==> src/rtl/grant_dispatch_pkg.sv <==
// grant_dispatch_pkg: shared types and constants for the grant dispatcher.
//   state_t      : session FSM states
//   uid_t        : encoded user id (0=U1 .. 3=U4)
//   U1_G..U4_G   : one-hot grant words, U1 in the MSB
//   onehot_to_id : one-hot grant word -> uid_t (0 for non-one-hot input)
package grant_dispatch_pkg;

   typedef enum logic [1:0] {
      IDLE  = 2'd0,
      ISSUE = 2'd1,
      HOLD  = 2'd2
   } state_t;

   typedef logic [1:0] uid_t;

   localparam int         NUM_USERS = 4;
   localparam logic [3:0] U1_G      = 4'b1000;
   localparam logic [3:0] U2_G      = 4'b0100;
   localparam logic [3:0] U3_G      = 4'b0010;
   localparam logic [3:0] U4_G      = 4'b0001;

   function automatic uid_t onehot_to_id(input logic [3:0] g);
      uid_t id;
      id = 2'd0;
      case (g)
         U1_G:    id = 2'd0;
         U2_G:    id = 2'd1;
         U3_G:    id = 2'd2;
         U4_G:    id = 2'd3;
         default: id = 2'd0;
      endcase
      return id;
   endfunction

endpackage

==> src/rtl/grant_onehot_chk.sv <==
// grant_onehot_chk: combinational classifier for a 4-bit grant word.
//   grant     in  4  grant word, bit3=U1 .. bit0=U4
//   is_onehot out 1  exactly one bit set
//   is_zero   out 1  no bit set
//   id        out 2  encoded user when one-hot, 0 otherwise
module grant_onehot_chk
   import grant_dispatch_pkg::*;
(
   input  logic [3:0] grant,
   output logic       is_onehot,
   output logic       is_zero,
   output uid_t       id
);

   assign is_zero   = (grant == 4'b0000);
   // clearing the lowest set bit leaves zero only for a single-bit word
   assign is_onehot = !is_zero && ((grant & (grant - 4'd1)) == 4'b0000);
   assign id        = onehot_to_id(grant);

endmodule

==> src/rtl/grant_dispatch.sv <==
// grant_dispatch: turns new one-hot arbiter grants into start/select sessions,
// waits for the granted user's done or a timeout, buffers one grant arriving
// mid-session and flags malformed grant words.
//   clock, rst_n   clock / async active-low reset
//   grant_i[3:0]   arbiter grant word (bit3=U1 .. bit0=U4)
//   done_i[3:0]    per-user session complete, same order
//   err_clr_i      clears err_o / ovr_o
//   sel_o[3:0]     one-hot select of the user in session
//   start_o        first cycle of a session
//   active_id_o    encoded user of the current session
//   busy_o         session in progress (ISSUE or HOLD)
//   timeout_o      session ended by timeout
//   err_o, ovr_o   sticky: bad grant word / pending slot overwritten
//   grant_cnt_o    per-user saturating session counters, U1 in MSBs
// Option macro GRANT_DISPATCH_STATS_EN builds the counters; without it
// grant_cnt_o is tied to zero.
module grant_dispatch
   import grant_dispatch_pkg::*;
#(
   parameter int TIMEOUT = 16,
   parameter int CNT_W   = 8
) (
   input  logic               clock,
   input  logic               rst_n,
   input  logic [3:0]         grant_i,
   input  logic [3:0]         done_i,
   input  logic               err_clr_i,
   output logic [3:0]         sel_o,
   output logic               start_o,
   output logic [1:0]         active_id_o,
   output logic               busy_o,
   output logic               timeout_o,
   output logic               err_o,
   output logic               ovr_o,
   output logic [4*CNT_W-1:0] grant_cnt_o
);

   localparam int               TMR_W    = $clog2(TIMEOUT);
   localparam logic [TMR_W-1:0] TMR_LAST = TMR_W'(TIMEOUT - 1);

   logic [3:0]       g_q;
   logic             g_onehot, g_zero;
   uid_t             g_id;
   logic             ev, ev_ok, ev_bad;
   state_t           state_q, state_d;
   uid_t             id_q;
   logic             pend_v_q;
   uid_t             pend_id_q;
   logic [TMR_W-1:0] timer_q;
   logic [3:0]       id_sel;
   logic             done_hit, tmo_hit, ovr_set;

   grant_onehot_chk u_chk (
      .grant     (grant_i),
      .is_onehot (g_onehot),
      .is_zero   (g_zero),
      .id        (g_id)
   );

   // a held grant level is not a new request; only a change to nonzero is
   assign ev       = (grant_i != g_q) && !g_zero;
   assign ev_ok    = ev && g_onehot;
   assign ev_bad   = ev && !g_onehot;
   assign id_sel   = U1_G >> id_q;
   assign done_hit = (state_q == HOLD) && |(done_i & id_sel);
   assign tmo_hit  = (state_q == HOLD) && !done_hit && (timer_q == TMR_LAST);
   assign ovr_set  = (state_q != IDLE) && ev_ok && pend_v_q;

   // state register
   always_ff @(posedge clock or negedge rst_n) begin
      if (!rst_n) state_q <= IDLE;
      else        state_q <= state_d;
   end

   // next state
   always_comb begin
      state_d = state_q;
      case (state_q)
         IDLE:    if (pend_v_q || ev_ok) state_d = ISSUE;
         ISSUE:   state_d = HOLD;
         HOLD:    if (done_hit || tmo_hit) state_d = IDLE;
         default: state_d = IDLE;
      endcase
   end

   // outputs
   always_comb begin
      start_o     = 1'b0;
      busy_o      = 1'b0;
      sel_o       = 4'b0000;
      active_id_o = 2'd0;
      timeout_o   = 1'b0;
      case (state_q)
         ISSUE: begin
            start_o     = 1'b1;
            busy_o      = 1'b1;
            sel_o       = id_sel;
            active_id_o = id_q;
         end
         HOLD: begin
            busy_o      = 1'b1;
            sel_o       = id_sel;
            active_id_o = id_q;
            timeout_o   = tmo_hit;
         end
         default: ;
      endcase
   end

   // grant history, session id, pending slot, timer, sticky flags
   always_ff @(posedge clock or negedge rst_n) begin
      if (!rst_n) begin
         g_q       <= 4'b0000;
         id_q      <= 2'd0;
         pend_v_q  <= 1'b0;
         pend_id_q <= 2'd0;
         timer_q   <= '0;
         err_o     <= 1'b0;
         ovr_o     <= 1'b0;
      end else begin
         g_q     <= grant_i;
         timer_q <= (state_q == HOLD) ? timer_q + 1'b1 : '0;
         if (state_q == IDLE) begin
            if (pend_v_q) begin
               // pending wins; a same-cycle event takes the freed slot
               id_q      <= pend_id_q;
               pend_v_q  <= ev_ok;
               pend_id_q <= g_id;
            end else if (ev_ok) begin
               id_q <= g_id;
            end
         end else if (ev_ok) begin
            pend_v_q  <= 1'b1;
            pend_id_q <= g_id;
         end
         if (ev_bad)         err_o <= 1'b1;
         else if (err_clr_i) err_o <= 1'b0;
         if (ovr_set)        ovr_o <= 1'b1;
         else if (err_clr_i) ovr_o <= 1'b0;
      end
   end

`ifdef GRANT_DISPATCH_STATS_EN
   for (genvar k = 0; k < NUM_USERS; k++) begin : g_cnt
      logic [CNT_W-1:0] cnt_q;
      always_ff @(posedge clock or negedge rst_n) begin
         if (!rst_n)
            cnt_q <= '0;
         else if ((state_q == ISSUE) && (id_q == uid_t'(k)) && (cnt_q != '1))
            cnt_q <= cnt_q + 1'b1;
      end
      assign grant_cnt_o[(NUM_USERS-1-k)*CNT_W +: CNT_W] = cnt_q;
   end
`else
   assign grant_cnt_o = '0;
`endif

endmodule

==> config.mk <==
export PLATFORM = sky130hd
export DESIGN_NAME = grant_dispatch
export DESIGN_NICKNAME = d
export VERILOG_FILES = /design/src/rtl/grant_dispatch_pkg.sv /design/src/rtl/grant_onehot_chk.sv /design/src/rtl/grant_dispatch.sv
export SDC_FILE = /design/constraint.sdc
export NUM_CORES = 1
export LEC_CHECK = 0
export BUFFER_PORTS_ARGS = -buffer_cell sky130_fd_sc_hd__buf_2
export CAP_MARGIN = 30
export CORE_MARGIN = 1
export CORE_UTILIZATION = 42
export DETAILED_ROUTE_END_ITERATION = 10
export PLACE_DENSITY_LB_ADDON = 0.15
export SYNTH_ARGS = -nofsm -noshare
export SYNTH_HDL_FRONTEND = slang
export SYNTH_SLANG_ARGS = --single-unit
==> constraint.sdc <==
create_clock -name clock -period 1.6 [get_ports clock]
set_input_delay 0.24 -clock clock [delete_from_list [all_inputs] [get_ports clock]]
set_output_delay 0.24 -clock clock [all_outputs]
set_load 0.01 [all_outputs]
==> results.cfg <==
[pwr]
seqPwrFrac_pct = 29.0
p_int_mw = 1.31
power_frac_clock_pct = 11.2
p_comb_share_pct = 59.8
p_sw_mw = 0.751
power_leakage_nw = 0.768
powerDensity_nw_per_um2 = 1410
ir_worst_vdd_uv = 1290
p_sw_share_pct = 36.5

[synthesis]
synthSimpleGateAreaFrac_pct = 12.6
synth_compound_gate_area_share_pct = 8.76
syn_inst = 118
yosysWarnings = 0
synthDominantCellAreaShare_pct = 35.9
synth.distinct_cells = 35
synth_top_area_cell = dfrtp_1
synth_seq_cells = 17
syn-cell-area_um2 = 1190
ys_seq_area_share_pct = 35.9
synth.top_cells.by_area = dfrtp_1 (36%), buf_4 (20%), ha_1 (4.2%)
syn-mean-instance-area_um2 = 10.1
synth_top_family_by_area = buffers and inverters
muxShareOfSynthArea_pct = 5.80
yosys.area_share.adder_pct = 5.06
synthXorXnorAreaFrac_pct = 5.91

[clocking]
cts_tree = built
root_buffer = clkbuf_4
clk_latency_ns = 0.29
cts_inserted_buffers = 3
clockBufferDepth = 2
clk_pin_slew_ns = 0.10
cts_sinks = 17
htree_num_levels = 1

[sta]
finalCritPeriodShare_pct = 109
finalCriticalPeriod_ns = 1.75
fin_hold_ws_ns = 0.131
clock.fmax_mhz = 572
fin_ws_ns = -0.149
maxSlewViolCount = 0
setup_viol = 6
clock_skew_ns = 0.00386
rsz0062_at_grt = true
timing.setup.tns_ns = -0.531
finalHoldViolCount = 0

[setup_path]
cp_data_required_time_ns = 1.36
cp_max_fo = 2
slowest_delay_ns = 0.50
rr_worst_depth = 6
cp-startpoint = id_q[0]
crit_chain = mux4_2 > nand2b_4 > nor2_2 > buf_2
crit_type = register to primary output
cp_num_buf_inv = 1
r2r-start = id_q[0]
r2r_slack_ns = -0.14
slowest_stage = mux4_2
rr_endpoint = state_q[1]
cp_top_family = multiplexers
cp.arrival_ns = 1.51
endpoint_kind = primary output
cp-start-kind = register

[layout]
layout-drive-gt1-share_pct = 39.6
final_cells = 189
diodes = 0
area_growth_pct = 23.1
fin_nets = 175

[placed_design]
portBuffers = 21
hpwl_um = 1530
gp_congestion = 0.698
dp_cells = 176
pre_cts_ws_ns = -0.161

[floorplan]
core_um2 = 2570
chipWidth_um = 55.1
die_area_um2 = 3040
initial_core_util_pct = 46.2
num_rows = 18
fp.dieH_um = 55.1
ios = 54

[global_routing]
grt_overflow = 0
use_met3_pct = 5.74
top_usage_layer = met2
antenna_found_initial = 0
grt_use_met1_pct = 16.6
first_global_vias = 705
grt_pass1_wl_um = 3000
grt_max_degree = 18
grtUsageMet2_pct = 25.3
gr-usage-all-layers_pct = 14.9

[route]
antenna_left = 0
drc = 0
vias = 823
routed_wl_um = 2110
post_drt_wl_per_cell_um = 11.1
firstDrtPassIters = 4
vias_per_cell = 4.35
drt_iter0_markers = 9

[flow_run]
drv_cap = 0

[run_status]
outcome = finished, violations left
failed_checks = setup timing

[worst_hold_path]
worstHoldPathCells = 2
hold_path.startpoint = err_clr_i
hp-class = input pin to register
whs_endpoint = err_o
-- state kept, by name, summed over array words and instances (netlist names) --
register / flops
state_q: 2
id_q: 2
pend_id_q: 2
g_q: 4
err_o: 1
ovr_o: 1
pend_v_q: 1
timer_q: 4
-- cells in the mapped netlist --
cell,number
buf_4,32
dfrtp_1,17
inv_1,7
and2_1,5
xor2_1,5
a21oi_1,4
ha_1,4
buf_6,3
nor2b_1,3
nor3_1,3
xnor2_1,3
a31oi_1,2
and3_1,2
mux2i_1,2
nand2_1,2
nand2b_1,2
nand3_1,2
nor2_1,2
o32ai_1,2
a21o_1,1
buf_2,1
conb_1,1
maj3_1,1
mux2_2,1
mux2_4,1
mux4_2,1
nor3b_1,1
nor4_1,1
nor4b_1,1
o21a_4,1
o21bai_1,1
o221ai_1,1
o22a_1,1
o22ai_1,1
or3_4,1
-- worst reg2reg max path, delay by kind of cell, from the launching register on --
kind	cells	cell delay [ns]
buffers and inverters	1	0.14
DFF	1	0.38
and+or+nand+nor	2	0.29
AOI/OAI and AO/OA	1	0.05
muxes	2	0.78
-- placed cells by master, fill, tap and decap left out, types with 5 or more instances in the layout --
master	synthesis	routed
conb_1	1	32
xor2_1	5	5
dfrtp_1	17	17
buf_6	3	9
buf_2	1	18
inv_1	7	5
buf_4	32	14
-- routing by layer --
metal	wire length [um]	up-vias	part of all wire (%)
met4	18	0	0.85
met2	1150	22	55
met3	89	2	4.2
li1	-	407	-
met5	0	-	0
met1	850	392	40
-- layout make-up --
cell class,count,area [um^2]
tap,30,37.5
fill,243,1110
multi-input combinational,89,638
clock buffer,4,26.3
timing repair buffer,42,307
inverter,7,26.3
sequential,17,425
-- power by group through the flow --
| stage | Sequential (mW) | Clock (mW) | Combinational (mW) |
|---|---|---|---|
| detailed placement | 0.607 | 0 | 0.879 |
| CTS | 0.602 | 0.248 | 1.01 |
| finish | 0.598 | 0.230 | 1.23 |
| floorplan | 0.610 | 0 | 0.639 |
| global route | 0.608 | 0.270 | 1.35 |
| global placement | 0.603 | 0 | 0.874 |
-- metrics by stage --
stage	area, um^2	utilization, %	power (mW)
global placement	1260	49.0	1.48
global route	1460	56.9	2.23
CTS	1350	52.7	1.86
floorplan	1310	-	1.25
finish	1460	56.9	2.06
detailed placement	1260	49.0	1.49
-- worst max path at each step --
| stage | cells after the start | slack [ns] | endpoint |
|---|---|---|---|
| after floorplan | 7 | -0.08 | pend_id_q[0] |
| after global placement | 6 | -0.15 | state_q[1] |
| after detailed placement | 6 | -0.16 | state_q[1] |
| after CTS | 4 | -0.19 | timeout_o |
| after global routing | 4 | -0.28 | timeout_o |
| final | 4 | -0.15 | timeout_o |
-- what timing repair did --
| item | in CTS | in global routing |
|---|---|---|
| hold buffers | 1 | 0 |
| endpoints found under the hold margin | 17 | 0 |
| setup endpoints to repair | 10 | 13 |
| cloned | 0 | 0 |
| gates resized for setup | 8 | 15 |
| pin swaps | 1 | 8 |
| setup buffers | 2 | 6 |
-- cells by family (layout without fill, tap and decap cells) --
| group | count (synthesis) | in the layout |
|---|---|---|
| other | 1 | 32 |
| buffers and inverters | 43 | 53 |
| xor gates and xnor gates | 8 | 8 |
| DFF | 17 | 17 |
| adders and majority gates | 5 | 5 |
| and+or+nand+nor | 25 | 25 |
| muxes | 5 | 5 |
| AOI/OAI and AO/OA | 14 | 14 |
Note: power is estimated with default switching activity, not from simulation.
